==> src/rtl/alu_pkg.sv <==
// -----------------------------------------------------------------------------
// alu_pkg
//  Shared definitions for the ID/EX issue stage and the EX-stage ALU.
//  Contents:
//   - ALU operation codes (4-bit), common to decoder and ALU
//   - MIPS primary opcode and R-type funct field values
//   - ctrl_t: decoded control bundle carried through the ID/EX register
// -----------------------------------------------------------------------------
package alu_pkg;

    localparam int DATA_W_DEF = 32;
    localparam int REG_AW_DEF = 5;

    // ALU operation codes
    localparam logic [3:0] ALU_ADD = 4'b0000;
    localparam logic [3:0] ALU_SUB = 4'b0010;
    localparam logic [3:0] ALU_AND = 4'b0100;
    localparam logic [3:0] ALU_OR  = 4'b0101;
    localparam logic [3:0] ALU_NOR = 4'b0110;
    localparam logic [3:0] ALU_XOR = 4'b0111;
    localparam logic [3:0] ALU_SLL = 4'b1000;
    localparam logic [3:0] ALU_SRL = 4'b1001;
    localparam logic [3:0] ALU_SRA = 4'b1010;

    // Primary opcodes (instr[31:26])
    localparam logic [5:0] OP_RTYPE = 6'h00;
    localparam logic [5:0] OP_ADDI  = 6'h08;
    localparam logic [5:0] OP_ADDIU = 6'h09;
    localparam logic [5:0] OP_ANDI  = 6'h0C;
    localparam logic [5:0] OP_ORI   = 6'h0D;
    localparam logic [5:0] OP_XORI  = 6'h0E;
    localparam logic [5:0] OP_LUI   = 6'h0F;
    localparam logic [5:0] OP_LW    = 6'h23;
    localparam logic [5:0] OP_SW    = 6'h2B;

    // R-type funct codes (instr[5:0])
    localparam logic [5:0] FN_SLL  = 6'h00;
    localparam logic [5:0] FN_SRL  = 6'h02;
    localparam logic [5:0] FN_SRA  = 6'h03;
    localparam logic [5:0] FN_SLLV = 6'h04;
    localparam logic [5:0] FN_SRLV = 6'h06;
    localparam logic [5:0] FN_SRAV = 6'h07;
    localparam logic [5:0] FN_ADD  = 6'h20;
    localparam logic [5:0] FN_ADDU = 6'h21;
    localparam logic [5:0] FN_SUB  = 6'h22;
    localparam logic [5:0] FN_SUBU = 6'h23;
    localparam logic [5:0] FN_AND  = 6'h24;
    localparam logic [5:0] FN_OR   = 6'h25;
    localparam logic [5:0] FN_XOR  = 6'h26;
    localparam logic [5:0] FN_NOR  = 6'h27;

    // Decoded control bundle
    typedef struct packed {
        logic [3:0] alu_op;
        logic       reg_write;
        logic       mem_read;
        logic       mem_write;
        logic       illegal;
    } ctrl_t;

endpackage

==> src/rtl/alu_decode.sv <==
// -----------------------------------------------------------------------------
// alu_decode
//  Purely combinational MIPS decoder: instruction word plus register-file read
//  data in, ALU control bundle, operands and destination register out.
//  Ports:
//   instr_i    instruction word
//   rs_data_i  value of register rs
//   rt_data_i  value of register rt
//   ctrl_o     alu_op / reg_write / mem_read / mem_write / illegal
//   a_o, b_o   ALU operands (regData1 / regData2)
//   wr_reg_o   destination register number
// -----------------------------------------------------------------------------
module alu_decode
    import alu_pkg::*;
#(
    parameter int DATA_W = 32,
    parameter int REG_AW = 5
) (
    input  logic [31:0]       instr_i,
    input  logic [DATA_W-1:0] rs_data_i,
    input  logic [DATA_W-1:0] rt_data_i,
    output ctrl_t             ctrl_o,
    output logic [DATA_W-1:0] a_o,
    output logic [DATA_W-1:0] b_o,
    output logic [REG_AW-1:0] wr_reg_o
);

    logic [5:0]        opcode_s;
    logic [5:0]        funct_s;
    logic [REG_AW-1:0] rt_f_s;
    logic [REG_AW-1:0] rd_f_s;
    logic [DATA_W-1:0] imm_sext_s;
    logic [DATA_W-1:0] imm_zext_s;
    logic [DATA_W-1:0] imm_hi_s;
    logic [DATA_W-1:0] shamt_s;
    logic [DATA_W-1:0] shvar_s;
    ctrl_t             ctrl_raw_s;
    logic [REG_AW-1:0] wr_s;
    // The rs field number is not needed: its value arrives on rs_data_i.
    logic              unused_rs_field_s;

    assign opcode_s   = instr_i[31:26];
    assign funct_s    = instr_i[5:0];
    assign rt_f_s     = REG_AW'(instr_i[20:16]);
    assign rd_f_s     = REG_AW'(instr_i[15:11]);
    assign imm_sext_s = {{(DATA_W-16){instr_i[15]}}, instr_i[15:0]};
    assign imm_zext_s = {{(DATA_W-16){1'b0}}, instr_i[15:0]};
    assign imm_hi_s   = {instr_i[15:0], {(DATA_W-16){1'b0}}};
    assign shamt_s    = {{(DATA_W-5){1'b0}}, instr_i[10:6]};
    assign shvar_s    = {{(DATA_W-5){1'b0}}, rs_data_i[4:0]};
    assign unused_rs_field_s = ^instr_i[25:21];

    // Opcode/funct decode into raw control, operands and destination
    always_comb begin
        ctrl_raw_s.alu_op    = ALU_ADD;
        ctrl_raw_s.reg_write = 1'b0;
        ctrl_raw_s.mem_read  = 1'b0;
        ctrl_raw_s.mem_write = 1'b0;
        ctrl_raw_s.illegal   = 1'b0;
        a_o                  = {DATA_W{1'b0}};
        b_o                  = {DATA_W{1'b0}};
        wr_s                 = {REG_AW{1'b0}};
        case (opcode_s)
            OP_RTYPE: begin
                ctrl_raw_s.reg_write = 1'b1;
                wr_s                 = rd_f_s;
                case (funct_s)
                    FN_ADD, FN_ADDU: begin ctrl_raw_s.alu_op = ALU_ADD; a_o = rs_data_i; b_o = rt_data_i; end
                    FN_SUB, FN_SUBU: begin ctrl_raw_s.alu_op = ALU_SUB; a_o = rs_data_i; b_o = rt_data_i; end
                    FN_AND:  begin ctrl_raw_s.alu_op = ALU_AND; a_o = rs_data_i; b_o = rt_data_i; end
                    FN_OR:   begin ctrl_raw_s.alu_op = ALU_OR;  a_o = rs_data_i; b_o = rt_data_i; end
                    FN_XOR:  begin ctrl_raw_s.alu_op = ALU_XOR; a_o = rs_data_i; b_o = rt_data_i; end
                    FN_NOR:  begin ctrl_raw_s.alu_op = ALU_NOR; a_o = rs_data_i; b_o = rt_data_i; end
                    // Shifts put the shifted value in a, the amount in b
                    FN_SLL:  begin ctrl_raw_s.alu_op = ALU_SLL; a_o = rt_data_i; b_o = shamt_s; end
                    FN_SRL:  begin ctrl_raw_s.alu_op = ALU_SRL; a_o = rt_data_i; b_o = shamt_s; end
                    FN_SRA:  begin ctrl_raw_s.alu_op = ALU_SRA; a_o = rt_data_i; b_o = shamt_s; end
                    FN_SLLV: begin ctrl_raw_s.alu_op = ALU_SLL; a_o = rt_data_i; b_o = shvar_s; end
                    FN_SRLV: begin ctrl_raw_s.alu_op = ALU_SRL; a_o = rt_data_i; b_o = shvar_s; end
                    FN_SRAV: begin ctrl_raw_s.alu_op = ALU_SRA; a_o = rt_data_i; b_o = shvar_s; end
                    default: begin
                        ctrl_raw_s.illegal   = 1'b1;
                        ctrl_raw_s.reg_write = 1'b0;
                        wr_s                 = {REG_AW{1'b0}};
                    end
                endcase
            end
            OP_ADDI, OP_ADDIU: begin
                ctrl_raw_s.alu_op = ALU_ADD; ctrl_raw_s.reg_write = 1'b1;
                a_o = rs_data_i; b_o = imm_sext_s; wr_s = rt_f_s;
            end
            OP_ANDI: begin
                ctrl_raw_s.alu_op = ALU_AND; ctrl_raw_s.reg_write = 1'b1;
                a_o = rs_data_i; b_o = imm_zext_s; wr_s = rt_f_s;
            end
            OP_ORI: begin
                ctrl_raw_s.alu_op = ALU_OR; ctrl_raw_s.reg_write = 1'b1;
                a_o = rs_data_i; b_o = imm_zext_s; wr_s = rt_f_s;
            end
            OP_XORI: begin
                ctrl_raw_s.alu_op = ALU_XOR; ctrl_raw_s.reg_write = 1'b1;
                a_o = rs_data_i; b_o = imm_zext_s; wr_s = rt_f_s;
            end
            OP_LUI: begin
                // lui is OR of zero with the shifted immediate
                ctrl_raw_s.alu_op = ALU_OR; ctrl_raw_s.reg_write = 1'b1;
                a_o = {DATA_W{1'b0}}; b_o = imm_hi_s; wr_s = rt_f_s;
            end
            OP_LW: begin
                ctrl_raw_s.alu_op = ALU_ADD; ctrl_raw_s.reg_write = 1'b1;
                ctrl_raw_s.mem_read = 1'b1;
                a_o = rs_data_i; b_o = imm_sext_s; wr_s = rt_f_s;
            end
            OP_SW: begin
                ctrl_raw_s.alu_op = ALU_ADD; ctrl_raw_s.reg_write = 1'b0;
                ctrl_raw_s.mem_write = 1'b1;
                a_o = rs_data_i; b_o = imm_sext_s; wr_s = rt_f_s;
            end
            default: begin
                ctrl_raw_s.illegal = 1'b1;
            end
        endcase
    end

    // Writes to $0 are dropped so NOPs become harmless bubbles
    always_comb begin
        ctrl_o           = ctrl_raw_s;
        ctrl_o.reg_write = ctrl_raw_s.reg_write & (wr_s != {REG_AW{1'b0}});
        wr_reg_o         = wr_s;
    end

endmodule

==> src/rtl/alu_issue_stage.sv <==
// -----------------------------------------------------------------------------
// alu_issue_stage
//  ID/EX issue stage feeding the combinational ALU. Decodes the instruction and
//  register read data (alu_decode), then holds the result in the ID/EX register
//  under a valid/ready handshake with stall and flush.
//  Ports:
//   clk, rst_n                clock, synchronous active-low reset
//   in_valid / in_ready       ID-side handshake (in_ready combinational)
//   instr, rs_data, rt_data   instruction and register-file read data
//   flush                     squash held and incoming instruction
//   out_valid / out_ready     EX-side handshake
//   alu_op, alu_a, alu_b      ALU {Operation, regData1, regData2}
//   wr_reg, reg_write         writeback destination and enable
//   mem_read, mem_write       lw / sw markers
//   st_data                   registered rt_data (store data for sw)
//   illegal                   undecodable instruction flag
// -----------------------------------------------------------------------------
module alu_issue_stage
    import alu_pkg::*;
#(
    parameter int DATA_W = 32,
    parameter int REG_AW = 5
) (
    input  logic              clk,
    input  logic              rst_n,
    input  logic              in_valid,
    output logic              in_ready,
    input  logic [31:0]       instr,
    input  logic [DATA_W-1:0] rs_data,
    input  logic [DATA_W-1:0] rt_data,
    input  logic              flush,
    output logic              out_valid,
    input  logic              out_ready,
    output logic [3:0]        alu_op,
    output logic [DATA_W-1:0] alu_a,
    output logic [DATA_W-1:0] alu_b,
    output logic [REG_AW-1:0] wr_reg,
    output logic              reg_write,
    output logic              mem_read,
    output logic              mem_write,
    output logic [DATA_W-1:0] st_data,
    output logic              illegal
);

    ctrl_t             dec_ctrl_s;
    logic [DATA_W-1:0] dec_a_s;
    logic [DATA_W-1:0] dec_b_s;
    logic [REG_AW-1:0] dec_wr_s;
    logic              in_ready_s;
    logic              load_s;

    logic              valid_d, valid_q;
    ctrl_t             ctrl_d,  ctrl_q;
    logic [DATA_W-1:0] a_d,     a_q;
    logic [DATA_W-1:0] b_d,     b_q;
    logic [REG_AW-1:0] wr_d,    wr_q;
    logic [DATA_W-1:0] st_d,    st_q;

    alu_decode #(
        .DATA_W (DATA_W),
        .REG_AW (REG_AW)
    ) u_decode (
        .instr_i   (instr),
        .rs_data_i (rs_data),
        .rt_data_i (rt_data),
        .ctrl_o    (dec_ctrl_s),
        .a_o       (dec_a_s),
        .b_o       (dec_b_s),
        .wr_reg_o  (dec_wr_s)
    );

    assign in_ready_s = ~valid_q | out_ready;
    assign load_s     = in_valid & in_ready_s & ~flush;

    // Next state of the ID/EX register: flush > load > drain > hold
    always_comb begin
        valid_d = valid_q;
        ctrl_d  = ctrl_q;
        a_d     = a_q;
        b_d     = b_q;
        wr_d    = wr_q;
        st_d    = st_q;
        if (flush) begin
            valid_d = 1'b0;
        end else if (load_s) begin
            valid_d = 1'b1;
            ctrl_d  = dec_ctrl_s;
            a_d     = dec_a_s;
            b_d     = dec_b_s;
            wr_d    = dec_wr_s;
            st_d    = rt_data;
        end else if (out_ready) begin
            // Drain: payload keeps stale values, only valid drops
            valid_d = 1'b0;
        end else begin
            valid_d = valid_q;
        end
    end

    // ID/EX pipeline register with synchronous reset
    always_ff @(posedge clk) begin
        if (!rst_n) begin
            valid_q <= 1'b0;
            ctrl_q  <= '{alu_op: ALU_ADD, reg_write: 1'b0, mem_read: 1'b0,
                         mem_write: 1'b0, illegal: 1'b0};
            a_q     <= {DATA_W{1'b0}};
            b_q     <= {DATA_W{1'b0}};
            wr_q    <= {REG_AW{1'b0}};
            st_q    <= {DATA_W{1'b0}};
        end else begin
            valid_q <= valid_d;
            ctrl_q  <= ctrl_d;
            a_q     <= a_d;
            b_q     <= b_d;
            wr_q    <= wr_d;
            st_q    <= st_d;
        end
    end

    assign in_ready  = in_ready_s;
    assign out_valid = valid_q;
    assign alu_op    = ctrl_q.alu_op;
    assign alu_a     = a_q;
    assign alu_b     = b_q;
    assign wr_reg    = wr_q;
    assign reg_write = ctrl_q.reg_write;
    assign mem_read  = ctrl_q.mem_read;
    assign mem_write = ctrl_q.mem_write;
    assign st_data   = st_q;
    assign illegal   = ctrl_q.illegal;

endmodule

==> config.mk <==
export PLATFORM = sky130hd
export DESIGN_NAME = alu_issue_stage
export DESIGN_NICKNAME = d
export VERILOG_FILES = /design/src/rtl/alu_pkg.sv /design/src/rtl/alu_decode.sv /design/src/rtl/alu_issue_stage.sv
export SDC_FILE = /design/constraint.sdc
export NUM_CORES = 1
export LEC_CHECK = 0
export ABC_AREA = 1
export BUFFER_PORTS_ARGS = -buffer_cell sky130_fd_sc_hd__buf_2
export CORE_ASPECT_RATIO = 1.25
export CORE_MARGIN = 5
export CORE_UTILIZATION = 45
export CTS_CLUSTER_DIAMETER = 80
export DETAILED_ROUTE_END_ITERATION = 8
export HOLD_SLACK_MARGIN = 0.05
export PLACE_DENSITY = 0.75
export SLEW_MARGIN = 25
export SYNTH_ARGS = -nofsm -noshare
export SYNTH_HDL_FRONTEND = slang
export SYNTH_SLANG_ARGS = --single-unit
==> constraint.sdc <==
create_clock -name clk -period 4.08 [get_ports clk]
set_clock_uncertainty 0.05 [all_clocks]
set_input_delay 0.204 -clock clk [delete_from_list [all_inputs] [get_ports clk]]
set_output_delay 0.204 -clock clk [all_outputs]
set_load 0.02 [all_outputs]
---- Word level (Yosys, flattened, before mapping) ----
Index checks and enable logic that the tools add are counted.
storage, ports and cells
  latch bits .............................. 0
  register bits ........................... 110
  memories kept ........................... 0
  bits in writable memories ............... 0
  output and inout bits ................... 111
  bits in read-only memories .............. 0
  logic and storage cells ................. 74
operators by class
  shift-type cells ........................ 0
  magnitude comparators ................... 0
  $mul .................................... 0
  bitwise logic cells ..................... 7
  equality and inequality tests ........... 21
  reduce and logical (&&, ||, !) cells .... 21
  divide/modulo/power cells ............... 0
  add/sub/neg operators ................... 0
  muxes and demuxes ....................... 15
operator list
  kind                                           count
  case mux 32 bit (2 select lines)               2
  case mux 32 bit (4 select lines)               1
  case mux 32 bit (3 select lines)               1
  == test 6 bit, second input constant           10
  == test 6 x 4 -> 1 bit, second input constant  6
  case mux 4 bit (8 select lines)                1
  case mux 5 bit (5 select lines)                1
  == test 6 x 3 -> 1 bit, second input constant  3
  OR reduction 8 bit                             2
  OR reduction 14 bit                            1
  == test 6 x 2 -> 1 bit, second input constant  2
  logical NOT 6 bit                              2
  OR reduction 2 bit                             6
  OR reduction 3 bit                             4
  case mux 5 bit (2 select lines)                1
  OR reduction 7 bit                             1
  2-to-1 mux 1 bit                               6
  OR reduction 6 bit                             1
  2-to-1 mux 5 bit                               1
  nonzero test 5 bit                             1
  OR reduction 4 bit                             1
  AND 1 bit                                      3
  NOT 1 bit                                      3
  case mux 1 bit (2 select lines)                1
  other kinds (3)                                3

---- Logic depth before layout (Yosys ltp) ----
Gate-level depths: netlist of run 1.
  depth after elaboration ................. 6
  mapped depth ............................ 12

---- Modules after synthesis ----
A second synthesis of run 1 with hierarchy kept.
unflattened totals
  cells, all modules ...................... 967
  area, all modules ....................... 6,521.3 µm²
by module, submodules not included
  module           times used  cells each  area an instance (µm²)  sequential area each (µm²)
  alu_issue_stage  1           722         4,855.9                 2,202.1
  alu_decode       1           245         1,665.3                 0.0

---- Least setup slack after synthesis of run 1 ----
OpenSTA, ideal clock, no wires.
  kind .................................... register to register
  start point ............................. register valid_q, in the netlist out_valid
  end point ............................... register a_q[15], in the netlist alu_a[15]
  cell stages (with the launch flop) ...... 10
  period minus slack after synthesis ...... 1.678 ns
  slack ................................... 2.402 ns
  arrival time ............................ 1.559 ns
  path buffers ............................ 2
  path through ............................ dfxtp_1 > inv_1 > nor2_1 > inv_1 > nand3_4 > inv_1 > buf_2 > buf_1 > nand2_1 > a21oi_2
on the way
  cells in the longest elaborated chain, start to end .. 5
ends and longest elaborated chain
  what                                  line                    source
  start: declaration                    alu_issue_stage.sv:52   logic valid_d, valid_q;
  start signal: assignment              alu_issue_stage.sv:111  valid_q <= valid_d;
  NOT 1 bit                             alu_issue_stage.sv:72   assign in_ready_s = ~valid_q | out_ready;
  bitwise OR 1 bit                      alu_issue_stage.sv:72
  via in_ready                          alu_issue_stage.sv:27   output logic in_ready,
  AND 1 bit (2 in series)               alu_issue_stage.sv:73   assign load_s = in_valid & in_ready_s & ~flush;
  AND reduction 2 bit (no source line)  --
  end signal: assignment                alu_issue_stage.sv:106  a_q <= {DATA_W{1'b0}};
  end: declaration                      alu_issue_stage.sv:54   logic [DATA_W-1:0] a_d, a_q;
The timed path passes the listed nets, and every way through them passes these cells.
A chain may end at the register's enable or synchronous reset.

---- Worst setup path after layout of run 1 ----
  start point ............................. input flush
  end point ............................... register wr_q[3], in the netlist wr_reg[3]
on the way
  cells in the longest elaborated chain, start to end .. 3
ends and longest elaborated chain
  what                                    line                    source
  start: declaration                      alu_issue_stage.sv:31   input logic flush,
  NOT 1 bit (no source line) *            --
  AND 1 bit                               alu_issue_stage.sv:73
  AND reduction 2 bit (no source line) *  --
  end signal: assignment                  alu_issue_stage.sv:108  wr_q <= {REG_AW{1'b0}};
  end signal: assignment                  alu_issue_stage.sv:115  wr_q <= wr_d;
  end: declaration                        alu_issue_stage.sv:56   logic [REG_AW-1:0] wr_d, wr_q;
Mark *: on every way between the ends. The rest lies on a longest branch, timed or not.

==> results.md, run 1 <==
Worst setup path:
- The nature of the critical path endpoint is a flip-flop.
- In this run the critical register-to-register path is captured at wr_reg[3]$_SDFFE_PN0P_.
- The worst register-to-register path begins at out_valid$_SDFFE_PP0P_.
- Data arrives at the worst endpoint at roughly 2.8 ns.
- At the worst endpoint, the required time is ~4.3 ns.
- The slowest stage of the critical path is the sky130_fd_sc_hd__dlygate4sd3_1 cell.
- Across all register-to-register paths, the minimum setup slack is ~1.6 ns.
- The worst setup path is launched from a primary input.
- The delay of the slowest critical-path stage is approximately 0.52 ns.
- In this run the worst path has a maximum fanout of between 40 and 50.
- The type of the setup path with the least slack is primary input to flip-flop.
- In this run the worst setup path begins at flush.
- The critical path ends at wr_reg[3]$_SDFFE_PN0P_.
- Traced cell by cell, the critical path runs through dlygate4sd3_1 > buf_2 > inv_1 > nand3_4 > buf_4 > clkinv_2 > buf_4 > nor2_1 > nor2_1 > o21ai_0 > inv_1.
- Measured in cells, the most critical reg-to-reg path has a length of 11.

Power:
- The leakage power summed over all cells is between 0.003 and 0.004 uW.
- For this design the ratio of total power to cell area is between 300 and 400 nW/um2.
- The worst-case IR drop observed on VDD is ~0.23 mV.
- The overall power after layout is 2360 uW.

Clock network:
- The H-tree was split into 3 levels.
- The buffer cell driving the clock tree root is sky130_fd_sc_hd__clkbuf_16.
- The clock net in this run drives a total of 110 sinks.
- The later-pin clock latency in the skew report is around 0.35 ns.
- The post-CTS setup repair buffer count is 0.
- The CTS tree is yes.
- The number of clock buffers added by TritonCTS is 9.
- The clock edge transition at the registers on the reported setup and hold paths is around 0.070 ns.
- The maximum root-to-sink buffer count is 2.

Run:
- The number of max-cap violations is 0.

Timing:
- The smallest setup slack after layout is between 1.5 and 2 ns.
- The final count of hold timing violations is 0.
- Static timing analysis puts the maximum clock frequency at around 0.39 GHz.
- The worst-case hold slack is around 0.061 ns.
- The final setup TNS is 0 ns.
- The number of setup violations in the final report is 0.
- Setup repair after global routing left no endpoint under its margin.
- At the pin with the least slew margin, the transition time is slightly above 1 ns.
- In this run the tightest slew margin relative to its limit is between 30% and 40%.
- The portion of the clock cycle consumed by the worst path in the final layout is around 63%.
- The clock period could shrink to between 2 and 3 ns.
- The number of pins exceeding their max-slew limit in the final report is 0.

Yosys:
- The share of the Yosys chip area taken by registers is 42.0%.
- The synthesized instance count is 710.
- The cell taking the most area after synthesis is sky130_fd_sc_hd__dfxtp_1.
- The mapped netlist covers 5250 um2.
- In this run, distinct cell masters in the synthesized netlist total 38.
- Summed over its instances, the top area cell type makes up between 40% and 50% of the synthesized netlist area.
- The net count after synthesis is approximately 810.
- The total of flip-flops plus latches after synthesis is 110.
- Averaged over all synthesized cells, the footprint is roughly 7.4 um2.
- Yosys printed 0 warnings.
- Sorting the synthesized cells by area gives the leading types as sky130_fd_sc_hd__dfxtp_1, sky130_fd_sc_hd__nand2_1, sky130_fd_sc_hd__a21oi_1.

Route:
- After detailed routing, the average wire length per cell comes to around 18 um.
- The detailed router placed between 5000 and 6000 vias in this run.
- The aggregate routed wire length is around 18000 um.
- The first-iteration detailed-routing DRC count is ~400.
- After detailed routing, the number of remaining DRC violations is 0.
- After detailed routing, the number of vias per cell comes to approximately 5.5.
- The number of antenna-violating nets in the routed design is 0.
- The first-pass iteration count of the detailed router is 5.

GRT:
- The number of global-route vias before repair is about 5200.
- The number of antenna violations at the first check in global routing is 0.
- The first global-routing pass estimated approximately 27000 um of wire.
- The total track usage is about a quarter.
- The total overflow left after global routing is 0.
- The largest net degree at the start of global routing is 53.

Floorplan:
- For this configuration, the core starts out at a cell density of ~46%.
- The standard-cell row count is 44.
- The floorplan die area is 13900 um2.
- Measured along the x axis, the die boundary spans between 100 and 150 um.
- The total area inside the core boundary comes to between 10000 and 15000 um2.
- The die is about 130 um tall.
- The total I/O pin count is around 210.

Final layout:
- The number of inserted filler cells in the final layout is roughly 1100.
- The post-route netlist has approximately 30% of its cells at a drive strength greater than 1.
- Compared with the post-synthesis result, the final layout area differs by 25.0%.
- For this run, the post-layout net count is between 900 and 1000.
- The number of diodes added for antenna fixing is 0.
- Once layout is complete, the utilization of the core stands at 57.0%.

Placed design:
- OpenSTA, run right after detailed placement, puts the worst setup slack at 1.58 ns.
- The placed wire-length estimate after detailed placement is ~13000 um.
- The count of buffers from port buffering is ~200.
- Routability-driven placement finished with a final weighted congestion of 0.891.

Status:
- The flow ran to the end, and the final reports show no timing, DRC or antenna violations.

Worst hold path:
- The worst hold path begins at rs_data[5].
- The type of the worst min-delay path is primary input to flip-flop.
==> metrics by stage <==
stage / instances / cell area (um2)
CTS: 1028 / 6560
floorplan: 710 / 5250
detailed placement: 1011 / 6250
global route: 1028 / 6560
finish: 1028 / 6560
global placement: 1011 / 6250
==> critical path, delay by kind of cell <==
family | cells | cell delay (ns)
AOI/OAI and AO/OA | 1 | 0.11
buffers and inverters | 7 | 2.11
and+or+nand+nor | 3 | 0.29
==> where the power goes <==
part           internal, uW  switching (uW)
Combinational           103             226
Clock                   507             397
Sequential             1110            16.4
Total                  1720             639
==> routing by layer <==
metal | vias to the layer above | track usage [%] | wire (um)
met2 | 253 | 41.3 | 8590
met4 | 0 | 10.7 | 552
met1 | 2582 | 32.1 | 7490
li1 | 2753 | - | -
met3 | 39 | 4.96 | 1380
met5 | - | 0 | 0
==> final cells by class <==
type | instances | area [um2] | share of cell area [%]
clock buffer | 12 | 256 | 3.91
clock inverter | 4 | 45.0 | 0.687
inverter | 56 | 216 | 3.30
multi-input combinational | 494 | 2570 | 39.2
sequential | 110 | 2200 | 33.6
tap | 138 | 173 | 2.63
timing repair buffer | 214 | 1090 | 16.7
==> worst min-delay path by stage <==
stage,depth (start not counted),endpoint
2_1_floorplan,1,out_valid$_SDFFE_PP0P_
3_3_place_gp,2,out_valid$_SDFFE_PP0P_
3_5_place_dp,2,out_valid$_SDFFE_PP0P_
4_1_cts,3,alu_a[5]$_SDFFE_PN0P_
5_1_grt,3,alu_a[4]$_SDFFE_PN0P_
6_report,3,alu_a[5]$_SDFFE_PN0P_
==> synth_stat cells (all sizes together) <==
library cell	count
o22ai	11
a31oi	1
nand2	180
inv	56
nor2	62
dfxtp	110
o221ai	16
clkbuf	24
a41oi	1
xnor2	1
o21ai	61
nand4	3
a211oi	1
nor3	2
o32ai	3
o31ai	14
nand3	19
buf	26
o211ai	1
a22oi	29
a21oi	89
==> timing repair <==
action / 4_1_cts / 5_1_grt
hold buffers: 1 / 0
gates resized for setup: 0 / 0
setup endpoints to repair: 0 / 0
endpoints found under the hold margin: 1 / 0
==> cell families after synthesis <==
group | count (synthesis) | share of synthesized area [%]
AND/OR/NAND/NOR | 266 | 21.4
AO/OA/AOI/OAI | 227 | 27.4
XOR/XNOR | 1 | 0.167
buffers and inverters | 106 | 9.01
flip-flops | 110 | 42.0
==> cells in the final DEF (no fill, tap or decap), drive strengths merged <==
cell type	Yosys	final
bufinv	0	1
o211ai	1	1
dlygate4sd3	0	1
a21oi	89	89
nand3	19	19
nand2	180	180
a41oi	1	1
o31ai	14	14
buf	26	213
o32ai	3	3
o221ai	16	16
xnor2	1	1
a31oi	1	1
nor3	2	2
dfxtp	110	110
inv	56	55
o22ai	11	11
nor2	62	62
a211oi	1	1
clkbuf	24	12
clkinv	0	4
a22oi	29	29
o21ai	61	61
nand4	3	3
No activity file was read; power rests on OpenSTA's default activity.
==> run 2, diff against run 1 <==
clock period = 2.53 ns   (was 4.08 ns; I/O delays follow)
==> run 2 against run 1 <==
Effect of this change: setup slack got worse by 1.4 ns; highest routed layer unchanged; combinational power rose by 82%; cell area is 8.1% higher; wire length up 3.6%; critical path depth fell by 3; global-route usage up 0.90 points; via count grew 4.4%.
==> results.md, run 2 (same netlist as run 1, synthesis figures left out) <==
Worst setup path:
- The delay of the slowest critical-path stage is around 0.57 ns.
- The arrival time at the worst endpoint is approximately 2.6 ns.
- The logic depth of the worst register-to-register path is 8.
- The worst setup path is captured at a flip-flop.
- The worst setup path is of the primary input to flip-flop kind.
- The register-to-register setup slack is around 0.17 ns.
- The critical path goes through dlygate4sd3_1 > buf_2 > inv_1 > nand3_4 > nor3_2 > a22oi_1 > a21oi_1 > dlygate4sd3_1.
- The slowest cell on the critical path is sky130_fd_sc_hd__nor3_2.
- The start of the worst register-to-register path is out_valid$_SDFFE_PP0P_.
- The reg-to-reg endpoint is alu_a[0]$_SDFFE_PN0P_.
- In this run the worst path has a maximum fanout of 23.
- The cell occurring most often along the worst timing path is sky130_fd_sc_hd__dlygate4sd3_1.
- Data on the critical path is required at its endpoint by approximately 2.8 ns.
- The kind of start point of the critical path is a primary input.

Final layout:
- The repair_antennas step left the layout with diodes totalling 0.
- Excluding fillers, the count of instances in the completed layout stands at between 1000 and 1500.
- Summing all non-filler instances in the final layout gives an area of between 7000 and 8000 um2.
- Leaving out fill and tap cells, the most frequent cells in the layout are sky130_fd_sc_hd__buf_2, sky130_fd_sc_hd__nand2_1, sky130_fd_sc_hd__dfxtp_1.
- The net total in the final layout is roughly 1000.
- Leaving out fill and tap cells, the most frequent cell in the layout is sky130_fd_sc_hd__buf_2.
- The fraction of layout instances using a drive strength above 1 is around 29%.
- The number of inserted filler cells in the final layout is between 1000 and 1500.
- From synthesis to final layout, the design area changed by 35.1%.

Floorplan:
- The floorplan step defined a core boundary enclosing 11500 um2.
- For this configuration, the core starts out at a cell density of a little under half.
- The die is approximately 110 um wide.
- For this design the top-level I/O count stands at between 200 and 250.
- The vertical die dimension is 131 um.
- The standard-cell row count is 44.
- The floorplan step defined a die boundary enclosing 13900 um2.

Worst hold path:
- The number of instances on the worst hold path is 3.
- The origin of the worst min-delay path is rt_data[31].
- The path with the worst hold slack has its endpoint at st_data[31]$_SDFFE_PN0P_.
- The path class of the tightest hold or removal check is primary input to flip-flop.

Route:
- After the first detailed-routing iteration, the DRC count stood at roughly 430.
- Across all layers, the routed design uses approximately 6000 vias.
- The via-per-instance ratio is about 5.4.
- The residual DRC count is 0.
- The final layout contains routed wiring with a total length of about 19000 um.
- After detailed routing, the average wire length per cell comes to ~17 um.
- The count of nets left with antenna violations once routing finished came out at 0.
- Before antenna repair, the detailed router went through 7 iterations.

Placed design:
- The placed wire-length estimate after detailed placement is around 13000 um.
- Timing analysis after detailed placement gives a worst setup slack of about 0.68 ns.
- After detailed placement, the design holds a cell count of ~1000.
- Port buffering added 206 buffers.
- At the end of routability-driven placement, the weighted congestion stood at between 0.8 and 0.9.
- The area after detailed placement is around 6300 um2.

Timing:
- The portion of the clock cycle consumed by the worst path in the final layout is between 90% and 100%.
- The smallest setup slack after layout is 0.154 ns.
- The final count of hold timing violations is 0.
- The worst path needs between 2 and 2.5 ns of the cycle, external delays included.
- For the final routed database, the setup TNS stands at 0 ns.
- Static timing analysis puts the maximum clock frequency at around 0.42 GHz.
- The number of pins exceeding their max-slew limit in the final report is 0.
- The worst relative slew slack is 58.5%.
- Setup violations remaining at the end of the flow were counted as 0.
- The transition at the pin with the smallest max-transition slack is 0.621 ns.
- Setup repair after global routing left no endpoint under its margin.

Clock network:
- The buffer cell driving the clock tree root is sky130_fd_sc_hd__clkbuf_16.
- The number of gates resized after cts is 0.
- The clock edge transition at the registers on the reported setup and hold paths is ~0.07 ns.
- The clock buffer count from CTS is 9.
- At the later pin of the worst-skew pair, clock insertion delay measures around 0.34 ns.
- The number of buffers inserted for hold repair after clock tree synthesis is between 40 and 50.
- The post-CTS setup repair buffer count is 0.
- The maximum root-to-sink buffer count is 2.
- TritonCTS built the clock tree.
- The H-tree was split into 3 levels.
- CTS saw 110 sinks.

Power:
- The leakage power summed over all cells is 0.00325 uW.
- The power per standard cell area is around 540 nW/um2.
- IR analysis of the VDD net gives a maximum drop of 0.405 mV.

GRT:
- For this run the aggregate overflow at the end of global routing stands at 0.
- The number of global-route vias before repair is roughly 5500.
- The largest net degree at the start of global routing is a little over 80.
- The number of antenna violations at the first check in global routing is 0.
- The first global-routing pass estimated roughly 29000 um of wire.
- Global routing used about 26% of the available tracks.

Run:
- The tool flagged a number of max-cap violations equal to 0.

Status:
- The flow ran to the end, and the final reports show no timing, DRC or antenna violations.
==> run 2: cell count changes in the layout (fill, tap and decap cells not counted) <==
cell,change
sky130_fd_sc_hd__clkinv_2,-2
sky130_fd_sc_hd__buf_12,+2
sky130_fd_sc_hd__buf_4,+3
sky130_fd_sc_hd__clkinv_4,+1
sky130_fd_sc_hd__dlygate4sd3_1,+47
==> run 2: final cells by class <==
cell class	count	area, um2	share of cell area [%]
Clock buffer	12	256	3.62
Clock inverter	3	43.8	0.618
Inverter	56	216	3.05
Multi-Input combinational cell	494	2570	36.3
Sequential cell	110	2200	31.1
Tap cell	138	173	2.44
Timing Repair Buffer	266	1630	22.9
==> run 2: routing by layer <==
layer | global-route usage [%] | routed length [um] | vias to the layer above
li1 | - | - | 2855
met1 | 33.3 | 7820 | 2701
met2 | 42.5 | 8850 | 266
met3 | 4.91 | 1280 | 55
met4 | 11.7 | 697 | 0
met5 | 0 | 0 | -
==> run 2: power breakdown <==
group          switching, uW  internal, uW  total [uW]
sequential              27.4          1790        1810
combinational            379           219         598
clock                    627           818        1440
total                   1030          2820        3860
==> run 2: critical path: cells and delay by family <==
| family | cells | cell delay, ns |
|---|---|---|
| compound gates | 2 | 0.30 |
| buf+inv | 4 | 1.32 |
| simple gates | 2 | 0.86 |
==> run 2: worst max path at each step <==
stage / from / end / slack, ns / cells past startpoint
final: flush / alu_a[0]$_SDFFE_PN0P_ / 0.15 / 8
after global routing: out_valid$_SDFFE_PP0P_ / alu_a[0]$_SDFFE_PN0P_ / 0.07 / 8
after CTS: flush / alu_a[2]$_SDFFE_PN0P_ / 0.21 / 8
after detailed placement: instr[3] / alu_a[21]$_SDFFE_PN0P_ / 0.68 / 10
after global placement: instr[3] / alu_a[13]$_SDFFE_PN0P_ / 0.73 / 10
after floorplan: out_valid$_SDFFE_PP0P_ / alu_a[15]$_SDFFE_PN0P_ / 0.85 / 9
==> run 2: per-stage QoR <==
stage / power, uW / util [%] / hold WS (ns)
floorplan: 2160 / - / 0.155
global placement: 2380 / 54.8 / 0.259
detailed placement: 2390 / 54.8 / 0.262
CTS: 3860 / 61.6 / 0.0509
global route: 4000 / 61.6 / 0.0608
finish: 3860 / 61.6 / 0.0452
